File: src/rtl/seq_detector_1011.sv
// seq_detector_1011
//
// Moore-style serial detector for the bit pattern 1011 on a qualified
// single-bit stream. Each bit accepted with din_valid advances a five-state
// FSM. Entering S1011 produces a one-cycle registered detect pulse and bumps a
// saturating match counter.
//
// Build option: define SEQ_DET_OVERLAP_EN for overlapping detection
// (S1011 --0--> S10). Left undefined, detection is non-overlapping
// (S1011 --0--> IDLE).
//
// Ports:
//   clk          system clock, rising edge
//   rst_n        synchronous active-low reset
//   din          serial data bit
//   din_valid    qualifies din; a bit is consumed only when this is 1
//   cnt_clr      synchronous clear of match_count (wins over an increment)
//   detect       registered one-cycle pulse: pattern just completed
//   state        current FSM state code
//   match_count  saturating detection count, COUNT_W bits
//
// state | meaning
// IDLE  | no useful prefix seen
// S1    | seen "1"
// S10   | seen "10"
// S101  | seen "101"
// S1011 | pattern complete
// 5..7  | illegal, forced back to IDLE on the next edge

module seq_detector_1011 #(
  parameter int COUNT_W = 8
) (
  input  logic               clk,
  input  logic               rst_n,
  input  logic               din,
  input  logic               din_valid,
  input  logic               cnt_clr,
  output logic               detect,
  output logic [2:0]         state,
  output logic [COUNT_W-1:0] match_count
);

  typedef enum logic [2:0] {
    IDLE  = 3'd0,
    S1    = 3'd1,
    S10   = 3'd2,
    S101  = 3'd3,
    S1011 = 3'd4
  } state_t;

  localparam logic [COUNT_W-1:0] CNT_MAX = '1;

  state_t cur;
  state_t nxt;
  logic   legal;
  logic   hit;

  assign legal = (cur <= S1011);
  assign state = cur;

  always_comb begin
    nxt = cur;
    if (din_valid) begin
      unique case (cur)
        IDLE:  nxt = din ? S1    : IDLE;
        S1:    nxt = din ? S1    : S10;
        S10:   nxt = din ? S101  : IDLE;
        S101:  nxt = din ? S1011 : S10;
        S1011: begin
          if (din) begin
            nxt = S1;
          end else begin
`ifdef SEQ_DET_OVERLAP_EN
            nxt = S10;
`else
            nxt = IDLE;
`endif
          end
        end
        default: nxt = IDLE;
      endcase
    end
  end

  // Any valid bit that lands in S1011 is a match, including S101 -> S1011 only,
  // since S1011 is never re-entered from itself.
  assign hit = din_valid && legal && (nxt == S1011);

  always_ff @(posedge clk) begin
    if (!rst_n) begin
      cur         <= IDLE;
      detect      <= 1'b0;
      match_count <= '0;
    end else if (!legal) begin
      // Recovery edge: counter holds, no pulse.
      cur    <= IDLE;
      detect <= 1'b0;
    end else begin
      cur    <= nxt;
      detect <= hit;
      if (cnt_clr) begin
        match_count <= '0;
      end else if (hit && (match_count != CNT_MAX)) begin
        match_count <= match_count + 1'b1;
      end
    end
  end

endmodule

File: config.mk
export PLATFORM = sky130hd
export DESIGN_NAME = seq_detector_1011
export DESIGN_NICKNAME = d
export VERILOG_FILES = /design/src/rtl/seq_detector_1011.sv
export SDC_FILE = /design/constraint.sdc
export NUM_CORES = 1
export LEC_CHECK = 0
export ABC_AREA = 1
export CAP_MARGIN = 20
export CORE_ASPECT_RATIO = 1.1
export CORE_MARGIN = 2
export CORE_UTILIZATION = 40
export CTS_BUF_LIST = sky130_fd_sc_hd__clkbuf_8 sky130_fd_sc_hd__clkbuf_16
export CTS_CLUSTER_DIAMETER = 150
export DETAILED_ROUTE_END_ITERATION = 8
export GPL_TIMING_DRIVEN = 0
export HOLD_SLACK_MARGIN = 0.1
export PLACE_DENSITY = 0.64
export SYNTH_ARGS = -nofsm -noshare
export SYNTH_HDL_FRONTEND = slang
export SYNTH_SLANG_ARGS = --single-unit
export TNS_END_PERCENT = 10
File: constraint.sdc
create_clock -name clk -period 1.9 [get_ports clk]
set_input_delay 0.38 -clock clk [delete_from_list [all_inputs] [get_ports clk]]
set_output_delay 0.38 -clock clk [all_outputs]
set_load 0.005 [all_outputs]
==> results of run 1 <==
==> per-layer routing <==
metal / track usage, % / wire [µm]
met1: 18.3 / 628
met2: 29.0 / 743
met3: 3.77 / 55
met4: 9.09 / 18
met5: 0 / 0
==> sequential cells by signal (all words and copies together), names as in the netlist <==
name / cells
detect: 1
match_count: 8
state: 3
==> layout make-up <==
class | count | area [µm²]
inverter | 11 | 41.3
clock buffer | 3 | 41.3
sequential | 12 | 240
tap | 17 | 21.3
multi-input combinational | 76 | 405
fill | 157 | 686
timing repair buffer | 16 | 160
==> how the worst max path moves through the flow <==
stage	end	slack (ns)
finish	state[0]	0.27
global route	match_count[5]	0.16
CTS	state[0]	0.27
detailed placement	match_count[7]	0.20
global placement	match_count[7]	0.22
floorplan	match_count[5]	0.54
==> cell usage in the layout (no fill, tap or decap) <==
| cell type | n |
|---|---|
| a21oi_2 | 1 |
| ha_1 | 1 |
| nand3_1 | 10 |
| clkbuf_8 | 3 |
| nand2_1 | 20 |
| nor2_4 | 2 |
| nand2_4 | 2 |
| nand3_2 | 1 |
| a21oi_1 | 8 |
| inv_2 | 1 |
| nand2_2 | 3 |
| nand2_8 | 1 |
| clkdlybuf4s50_1 | 16 |
| nand4_1 | 1 |
| nor3_1 | 1 |
| xor2_1 | 2 |
| nor2_1 | 19 |
| dfxtp_1 | 12 |
| inv_1 | 10 |
| nor2_2 | 4 |
==> worst min-delay path, cell delays in order, from the launching register on <==
cell and delay [ns]:
dfxtp_1 0.33, nand2_1 0.07, a21oi_1 0.06
==> cells by family (layout without fill, tap and decap cells) <==
kind of cell | count (synthesis) | count (layout)
simple gates | 64 | 64
compound gates | 9 | 9
fa+ha+maj | 1 | 1
buf+inv | 11 | 30
xor+xnor | 2 | 2
flops | 12 | 12
==> power by group <==
group          leakage (nW)  switching (mW)  internal [mW]  total, mW
combinational         0.210          0.0267         0.0223     0.0490
clock                0.0216          0.0895          0.139      0.229
sequential           0.0970         0.00551          0.255      0.261
total                 0.329           0.122          0.417      0.539
==> stage by stage <==
stage	worst slack, ns	std cells
after global placement	0.215	132
after global routing	0.162	135
after CTS	0.266	135
after floorplan	0.536	99
final	0.270	135
after detailed placement	0.201	132
==> impl_metrics.env, run 1 <==
export IMPL_fin_worst_skew_ns=0.00270
export IMPL_die_area_um2=2060
export IMPL_place_gp_congestion=0.796
export IMPL_hold_depth=2
export IMPL_finish_net_count=126
export IMPL_grtUsageTotal_pct=16.2
export IMPL_h_tree_depth=1
export IMPL_ctsHoldBuffers=0
export IMPL_final_layout_size_suffix_gt1_share_pct=15.3
export IMPL_cts_root_buf="clkbuf_8"
export IMPL_portBuffers=16
export IMPL_synth_top_family_by_area="simple AND/OR/NAND/NOR gates"
export IMPL_cts_resized_gates=0
export IMPL_power_density_nw_per_um2=592
export IMPL_cp_max_fo=6
export IMPL_totalPowerFinal_uw=539
export IMPL_grt_pass1_wl_um=2430
export IMPL_yosys_warnings=0
export IMPL_reg2reg_slack_ns=0.34
export IMPL_fin_util_pct=57.0
export IMPL_core_um2=1600
export IMPL_syn_cell_area_um2=687
export IMPL_dieHeight_um=47.5
export IMPL_synth_compound_area_share_pct=7.10
export IMPL_syn_nets=105
export IMPL_via_per_inst=4.89
export IMPL_io_pins=17
export IMPL_reg2reg_depth=8
export IMPL_grt_ovfl_total=0
export IMPL_synth_area_mux_share_pct=0
export IMPL_synth_edff_count=0
export IMPL_min_period_ns=1.63
export IMPL_fmax_ghz=0.613
export IMPL_criticalPathCategory="reg -> out"
export IMPL_grt_start_max_net_pins=11
export IMPL_r2r_end="match_count[5]"
export IMPL_num_rows=15
export IMPL_area_growth_pct=32.4
export IMPL_drtPass1Iterations=4
export IMPL_floorplan_initialDensity_pct=43.1
export IMPL_ys_ff_latch=12
export IMPL_clk_latency_ns=0.24
export IMPL_relSlewSlack_pct=83.0
export IMPL_rsz0062_at_grt="no"
export IMPL_cp_start_kind="flip-flop"
export IMPL_post_cts_buffers=0
export IMPL_status="complete, no violations"
export IMPL_syn_avg_cell_area_um2=6.94
export IMPL_clk_pin_slew_ns=0.05
export IMPL_synth_commonest_cells="nand2_1, nor2_1, dfxtp_1"
export IMPL_post_drt_wl_per_cell_um=10.7
export IMPL_postRouteAntennaNets=0
export IMPL_place_hpwl_um=1150
export IMPL_fin_crit_sh_pct=85.8
export IMPL_finalSetupTns_ns=0
export IMPL_setup_viol=0
export IMPL_clock_path_buffers=2
export IMPL_hold_class="reg -> reg"
export IMPL_crit_slowest_cell="clkdlybuf4s50_1"
export IMPL_yosysTopAreaCell="dfxtp_1"
export IMPL_crit_family="buffers and inverters"
export IMPL_vias=660
export IMPL_drtIter0Drc=8
export IMPL_synth_adder_area_share_pct=1.82
export IMPL_clock_sinks=12
export IMPL_die_x_um=43.5
export IMPL_finalMaxSlewViolations=0
export IMPL_r2r_start="match_count[0]"
export IMPL_cts_buffers=3
export IMPL_synthXorXnorAreaFrac_pct=2.55
export IMPL_hold_start="match_count[1]"
export IMPL_worstSetupEndpointType="output pin"
export IMPL_netlist_area_leader_share_pct=35.0
export IMPL_synth_area_leaders="dfxtp_1, nand2_1, nor2_1"
export IMPL_grt_antenna_before_repair=0
export IMPL_post_route_drc_count=0
export IMPL_placed_area_um2=868
export IMPL_yosysMostFrequentCell="nand2_1"
export IMPL_cts_tree="yes"
export IMPL_drt_wl_total_um=1450
export IMPL_hold_worst_slack_ns=0.512
export IMPL_max_stage_delay_ns=0.55
export IMPL_async_reset_ff_share_pct=0
export IMPL_cp_depth=1
export IMPL_hold_violations=0
export IMPL_grt_pass1_vias=593
export IMPL_final_cell_area_um2=910
export IMPL_crit_buf_inv=1
export IMPL_maxCapViolCount=0
export IMPL_min_to="match_count[1]"
export IMPL_path_cells="clkdlybuf4s50_1"
export IMPL_syn_inst=99
export IMPL_ys_flop_type="dfxtp_1"
export IMPL_diodes=0
export IMPL_required_ns=1.52
export IMPL_cp_startpoint="state[0]"
export IMPL_ys_types=18
export IMPL_ys_seq_area_share_pct=35.0
export IMPL_yosys_area_share_simple_pct=47.5
export IMPL_power_leakage_nw=0.329
export IMPL_tightest_slew_ns=0.254
export IMPL_arrival_ns=1.25
export IMPL_ir_drop_uv=416
No activity file was read; power rests on OpenSTA's default activity.
==> run 2: changes to the inputs <==
--- a/config.mk
+++ b/config.mk
@@ -9,13 +9,13 @@
 export CAP_MARGIN = 20
 export CORE_ASPECT_RATIO = 1.1
 export CORE_MARGIN = 2
-export CORE_UTILIZATION = 40
+export CORE_UTILIZATION = 46
 export CTS_BUF_LIST = sky130_fd_sc_hd__clkbuf_8 sky130_fd_sc_hd__clkbuf_16
 export CTS_CLUSTER_DIAMETER = 150
 export DETAILED_ROUTE_END_ITERATION = 8
 export GPL_TIMING_DRIVEN = 0
 export HOLD_SLACK_MARGIN = 0.1
-export PLACE_DENSITY = 0.64
+export PLACE_DENSITY = 0.72
 export SYNTH_ARGS = -nofsm -noshare
 export SYNTH_HDL_FRONTEND = slang
 export SYNTH_SLANG_ARGS = --single-unit
==> run 2 against run 1 <==
  * Sequential power barely moved
  * Combinational power barely moved
  * Die area fell by 12%
  * Sequential share of layout area barely moved
  * Fmax rose by 0.19%
  * Cell count fell by 0.74%
  * Worst setup slack improved by 0.0030 ns
  * Via count rose by 2.1%
  * Clock-buffer cell count did not move
  * Clock skew rose by 0.00051 ns
  * Global-route usage rose by 1.8 points
  * Largest power group unchanged
==> impl_metrics.env, run 2 (same netlist as run 1, synthesis figures left out) <==
export IMPL_grt_pass1_wl_um=2200
export IMPL_finish_net_count=126
export IMPL_grt_start_max_net_pins=11
export IMPL_postRouteAntennaNets=0
export IMPL_drtIter0Drc=16
export IMPL_hold_class="reg -> reg"
export IMPL_required_ns=1.52
export IMPL_cts_buffers=3
export IMPL_cp_start_kind="flip-flop"
export IMPL_worstSetupEndpointType="output pin"
export IMPL_clock_sinks=12
export IMPL_power_leakage_nw=0.329
export IMPL_totalPowerFinal_uw=545
export IMPL_path_cells="clkdlybuf4s50_1"
export IMPL_post_cts_buffers=0
export IMPL_setup_viol=0
export IMPL_min_period_ns=1.63
export IMPL_num_rows=14
export IMPL_grt_pass1_vias=548
export IMPL_grtUsageMet2_pct=29.7
export IMPL_power_density_nw_per_um2=601
export IMPL_area_growth_pct=32.2
export IMPL_hold_violations=0
export IMPL_drt_wl_total_um=1430
export IMPL_arrival_ns=1.25
export IMPL_via_per_inst=5.03
export IMPL_crit_family="buffers and inverters"
export IMPL_post_route_drc_count=0
export IMPL_grtUsageTotal_pct=18.1
export IMPL_relSlewSlack_pct=82.1
export IMPL_die_area_um2=1820
export IMPL_place_gp_congestion=0.720
export IMPL_h_tree_depth=1
export IMPL_finalSetupTns_ns=0
export IMPL_die_x_um=40.8
export IMPL_finalMaxSlewViolations=0
export IMPL_cp_max_fo=6
export IMPL_clk_pin_slew_ns=0.05
export IMPL_regMostFlops="match_count"
export IMPL_tightest_slew_ns=0.269
export IMPL_clk_latency_ns=0.24
export IMPL_ctsHoldBuffers=0
export IMPL_use_met3_pct=6.03
export IMPL_fin_worst_skew_ns=0.00321
export IMPL_post_drt_wl_per_cell_um=10.7
export IMPL_rsz0062_at_grt="no"
export IMPL_crit_buf_inv=1
export IMPL_drtPass1Iterations=4
export IMPL_grt_ovfl_total=0
export IMPL_floorplan_initialDensity_pct=49.6
export IMPL_cts_tree="yes"
export IMPL_maxCapViolCount=0
export IMPL_io_pins=17
export IMPL_portBuffers=16
export IMPL_vias=674
export IMPL_top_usage_layer="met2"
export IMPL_cts_root_buf="clkbuf_8"
export IMPL_core_um2=1380
export IMPL_final_layout_size_suffix_gt1_share_pct=15.3
export IMPL_fin_crit_sh_pct=85.6
export IMPL_status="complete, no violations"
export IMPL_final_cell_mix="nand2_1, nor2_1, clkdlybuf4s50_1"
export IMPL_place_hpwl_um=1100
export IMPL_crit_slowest_cell="clkdlybuf4s50_1"
export IMPL_clock_path_buffers=2
export IMPL_fmax_ghz=0.615
export IMPL_max_stage_delay_ns=0.55
export IMPL_dieHeight_um=44.5
export IMPL_ir_drop_uv=309
export IMPL_diodes=0
export IMPL_grt_antenna_before_repair=0
export IMPL_largest_register_ff_count=8
export IMPL_final_common_cell="nand2_1"
export IMPL_met1_usage_pct=19.3
export IMPL_criticalPathCategory="reg -> out"
export IMPL_cts_resized_gates=0
==> run 2: cell counts in the layout (fill, tap and decap cells not counted) <==
No cell type changed its count.
==> run 2: report_power, final <==
part	switching (mW)	leakage [nW]	internal (mW)	total [mW]
clock network	0.0956	0.0216	0.140	0.236
registers	0.00545	0.0970	0.255	0.261
logic	0.0269	0.210	0.0222	0.0491
==> run 2: layer usage <==
metal | routed length [µm] | share of wire, % | vias to the layer above
li1 | - | - | 352
met1 | 612 | 43 | 303
met2 | 726 | 51 | 15
met3 | 59 | 4.1 | 4
met4 | 33 | 2.3 | 0
met5 | 0 | 0 | -
==> run 2: final cells by class <==
type                       instances  area, µm²
clock buffer                       3       41.3
fill                             123        475
inverter                          11       41.3
multi-input combinational         76        405
sequential                        12        240
tap                               16       20.0
timing repair buffer              16        160
==> run 2: final timing paths <==
kind | startpoint | end | slack, ns | cells past startpoint
max | state[0] | state[0] | 0.27 | 1
min | match_count[1] | match_count[1] | 0.52 | 2
max reg2reg | match_count[0] | match_count[5] | 0.32 | 8
min reg2reg | match_count[1] | match_count[1] | 0.52 | 2
==> run 2: stage by stage <==
step	hold slack (ns)	instance area, µm²	util (%)	worst slack, ns	std cells
final	0.520	908	65.6	0.273	134
after global placement	0.500	867	62.7	0.230	131
after floorplan	0.488	687	-	0.536	99
after global routing	0.555	908	65.6	0.185	134
after detailed placement	0.509	867	62.7	0.213	131
after CTS	0.518	908	65.6	0.275	134
==> run 3: changes to the inputs <==
--- a/config.mk
+++ b/config.mk
@@ -13,9 +13,11 @@
 export CTS_BUF_LIST = sky130_fd_sc_hd__clkbuf_8 sky130_fd_sc_hd__clkbuf_16
 export CTS_CLUSTER_DIAMETER = 150
 export DETAILED_ROUTE_END_ITERATION = 8
+export GPL_ROUTABILITY_DRIVEN = 0
 export GPL_TIMING_DRIVEN = 0
 export HOLD_SLACK_MARGIN = 0.1
 export PLACE_DENSITY = 0.72
+export SETUP_SLACK_MARGIN = 0.3
 export SYNTH_ARGS = -nofsm -noshare
 export SYNTH_HDL_FRONTEND = slang
 export SYNTH_SLANG_ARGS = --single-unit
==> run 3 against run 2 <==
  * Via count grew 0.45%
  * Largest cell class unchanged
  * Routed wire length grew 2.6%
  * Cell count is the same
  * Clock skew is essentially flat
  * Utilization grew 0.90 points
  * Non-clock buffer count is the same
  * Cell area grew 1.4%
  * Register-to-register slack gained 0.09 ns
  * Die area is the same
  * Critical path depth is the same
  * Combinational power grew 3%
  * Sequential power is essentially flat
==> impl_metrics.env, run 3 (same netlist as run 1, synthesis figures left out) <==
export IMPL_status="complete, no violations"
export IMPL_p_sw_uw=127
export IMPL_finish_net_count=126
export IMPL_power_leakage_nw=0.329
export IMPL_grt_start_max_net_pins=11
export IMPL_grt_antenna_before_repair=0
export IMPL_crit_slowest_cell="clkdlybuf4s50_1"
export IMPL_via_per_inst=5.05
export IMPL_dpl_worst_slack_ns=0.213
export IMPL_cts_root_buf="clkbuf_8"
export IMPL_dp_cells=131
export IMPL_relSlewSlack_pct=83.9
export IMPL_p_int_uw=418
export IMPL_ir_drop_uv=309
export IMPL_clock_path_buffers=2
export IMPL_cts_tree="yes"
export IMPL_clk_latency_ns=0.24
export IMPL_required_ns=1.52
export IMPL_arrival_ns=1.20
export IMPL_dieHeight_um=44.5
export IMPL_ctsHoldBuffers=0
export IMPL_num_rows=14
export IMPL_rsz0062_at_grt="yes"
export IMPL_totalPowerFinal_uw=546
export IMPL_final_common_cell="nand2_1"
export IMPL_finalMaxSlewViolations=0
export IMPL_regMostFlops="match_count"
export IMPL_p_comb_share_pct=9.2
export IMPL_floorplan_initialDensity_pct=49.6
export IMPL_max_stage_delay_ns=0.54
export IMPL_switching_share_pct=23.3
export IMPL_clk_pin_slew_ns=0.05
export IMPL_maxCapViolCount=0
export IMPL_setup_viol=0
export IMPL_drtIter0Drc=16
export IMPL_largest_register_ff_count=8
export IMPL_io_pins=17
export IMPL_grt_pass1_vias=548
export IMPL_fin_worst_skew_ns=0.00288
export IMPL_final_cell_mix="nand2_1, nor2_1, clkdlybuf4s50_1"
export IMPL_clock_sinks=12
export IMPL_grtUsageMet2_pct=29.7
export IMPL_worstSetupEndpointType="output pin"
export IMPL_die_x_um=40.8
export IMPL_min_period_ns=1.58
export IMPL_die_area_um2=1820
export IMPL_drtPass1Iterations=4
export IMPL_hold_class="reg -> reg"
export IMPL_vias=677
export IMPL_fin_crit_sh_pct=82.9
export IMPL_grt_ovfl_total=0
export IMPL_hold_worst_slack_ns=0.522
export IMPL_crit_buf_inv=1
export IMPL_diodes=0
export IMPL_post_drt_wl_per_cell_um=11.0
export IMPL_post_route_drc_count=0
export IMPL_fmax_ghz=0.635
export IMPL_grtUsageTotal_pct=18.1
export IMPL_criticalPathCategory="reg -> out"
export IMPL_top_usage_layer="met2"
export IMPL_cts_buffers=3
export IMPL_crit_family="buffers and inverters"
export IMPL_power_density_nw_per_um2=592
export IMPL_tightest_slew_ns=0.241
export IMPL_drt_wl_total_um=1470
export IMPL_area_growth_pct=34.1
export IMPL_r2r_start="match_count[0]"
export IMPL_p_seq_share_pct=47.9
export IMPL_hold_start="match_count[1]"
export IMPL_place_hpwl_um=1100
export IMPL_finalSetupTns_ns=0
export IMPL_core_um2=1380
export IMPL_path_cells="clkdlybuf4s50_1"
export IMPL_portBuffers=16
export IMPL_grt_pass1_wl_um=2200
export IMPL_cp_startpoint="state[1]"
export IMPL_hold_violations=0
export IMPL_postRouteAntennaNets=0
export IMPL_final_layout_size_suffix_gt1_share_pct=17.8
export IMPL_final_instance_count_excl_fill=134
export IMPL_cp_start_kind="flip-flop"
export IMPL_power_share_clock_pct=42.9
export IMPL_cp_max_fo=5
export IMPL_n_fill_cell=121
export IMPL_fin_ws_ns=0.324
export IMPL_met1_usage_pct=19.3
export IMPL_h_tree_depth=1
export IMPL_use_met3_pct=6.03
-- run 3: cell counts in the layout (fill, tap and decap cells not counted) --
Identical to the previous run, type by type.
-- run 3: worst paths after layout --
check	end	slack [ns]	cells past startpoint
setup reg to reg	match_count[5]	0.41	8
hold / removal	match_count[1]	0.52	2
hold reg to reg	match_count[1]	0.52	2
setup / recovery	state[1]	0.32	1
-- run 3: area by class of cell --
cell class	instances	area, µm²	share of cell area (%)
tap	16	20.0	2.17
multi-input combinational	76	415	45.1
clock buffer	3	41.3	4.48
sequential	12	243	26.4
inverter	11	41.3	4.48
timing repair buffer	16	160	17.4
-- run 3: layer usage --
metal / routed length [µm] / vias up
met2: 740 / 16
met5: 0 / -
li1: - / 352
met3: 53 / 4
met1: 633 / 305
met4: 40 / 0
-- run 3: through the flow --
step / util [%] / area, µm²
detailed placement: 62.7 / 867
CTS: 65.7 / 910
floorplan: - / 687
global route: 66.5 / 921
finish: 66.5 / 921
global placement: 62.7 / 867
-- run 3: power by group through the flow --
stage               registers (mW)  clock network [mW]  logic, mW
floorplan                    0.266                   0     0.0265
CTS                          0.261               0.236     0.0494
detailed placement           0.266                   0     0.0493
global route                 0.262               0.246     0.0548
global placement             0.266                   0     0.0487
finish                       0.261               0.234     0.0504
-- run 3: repair_timing --
action	CTS	global route
endpoints found under the setup margin	2	8
gates resized for setup	1	3
buffers inserted	0	0
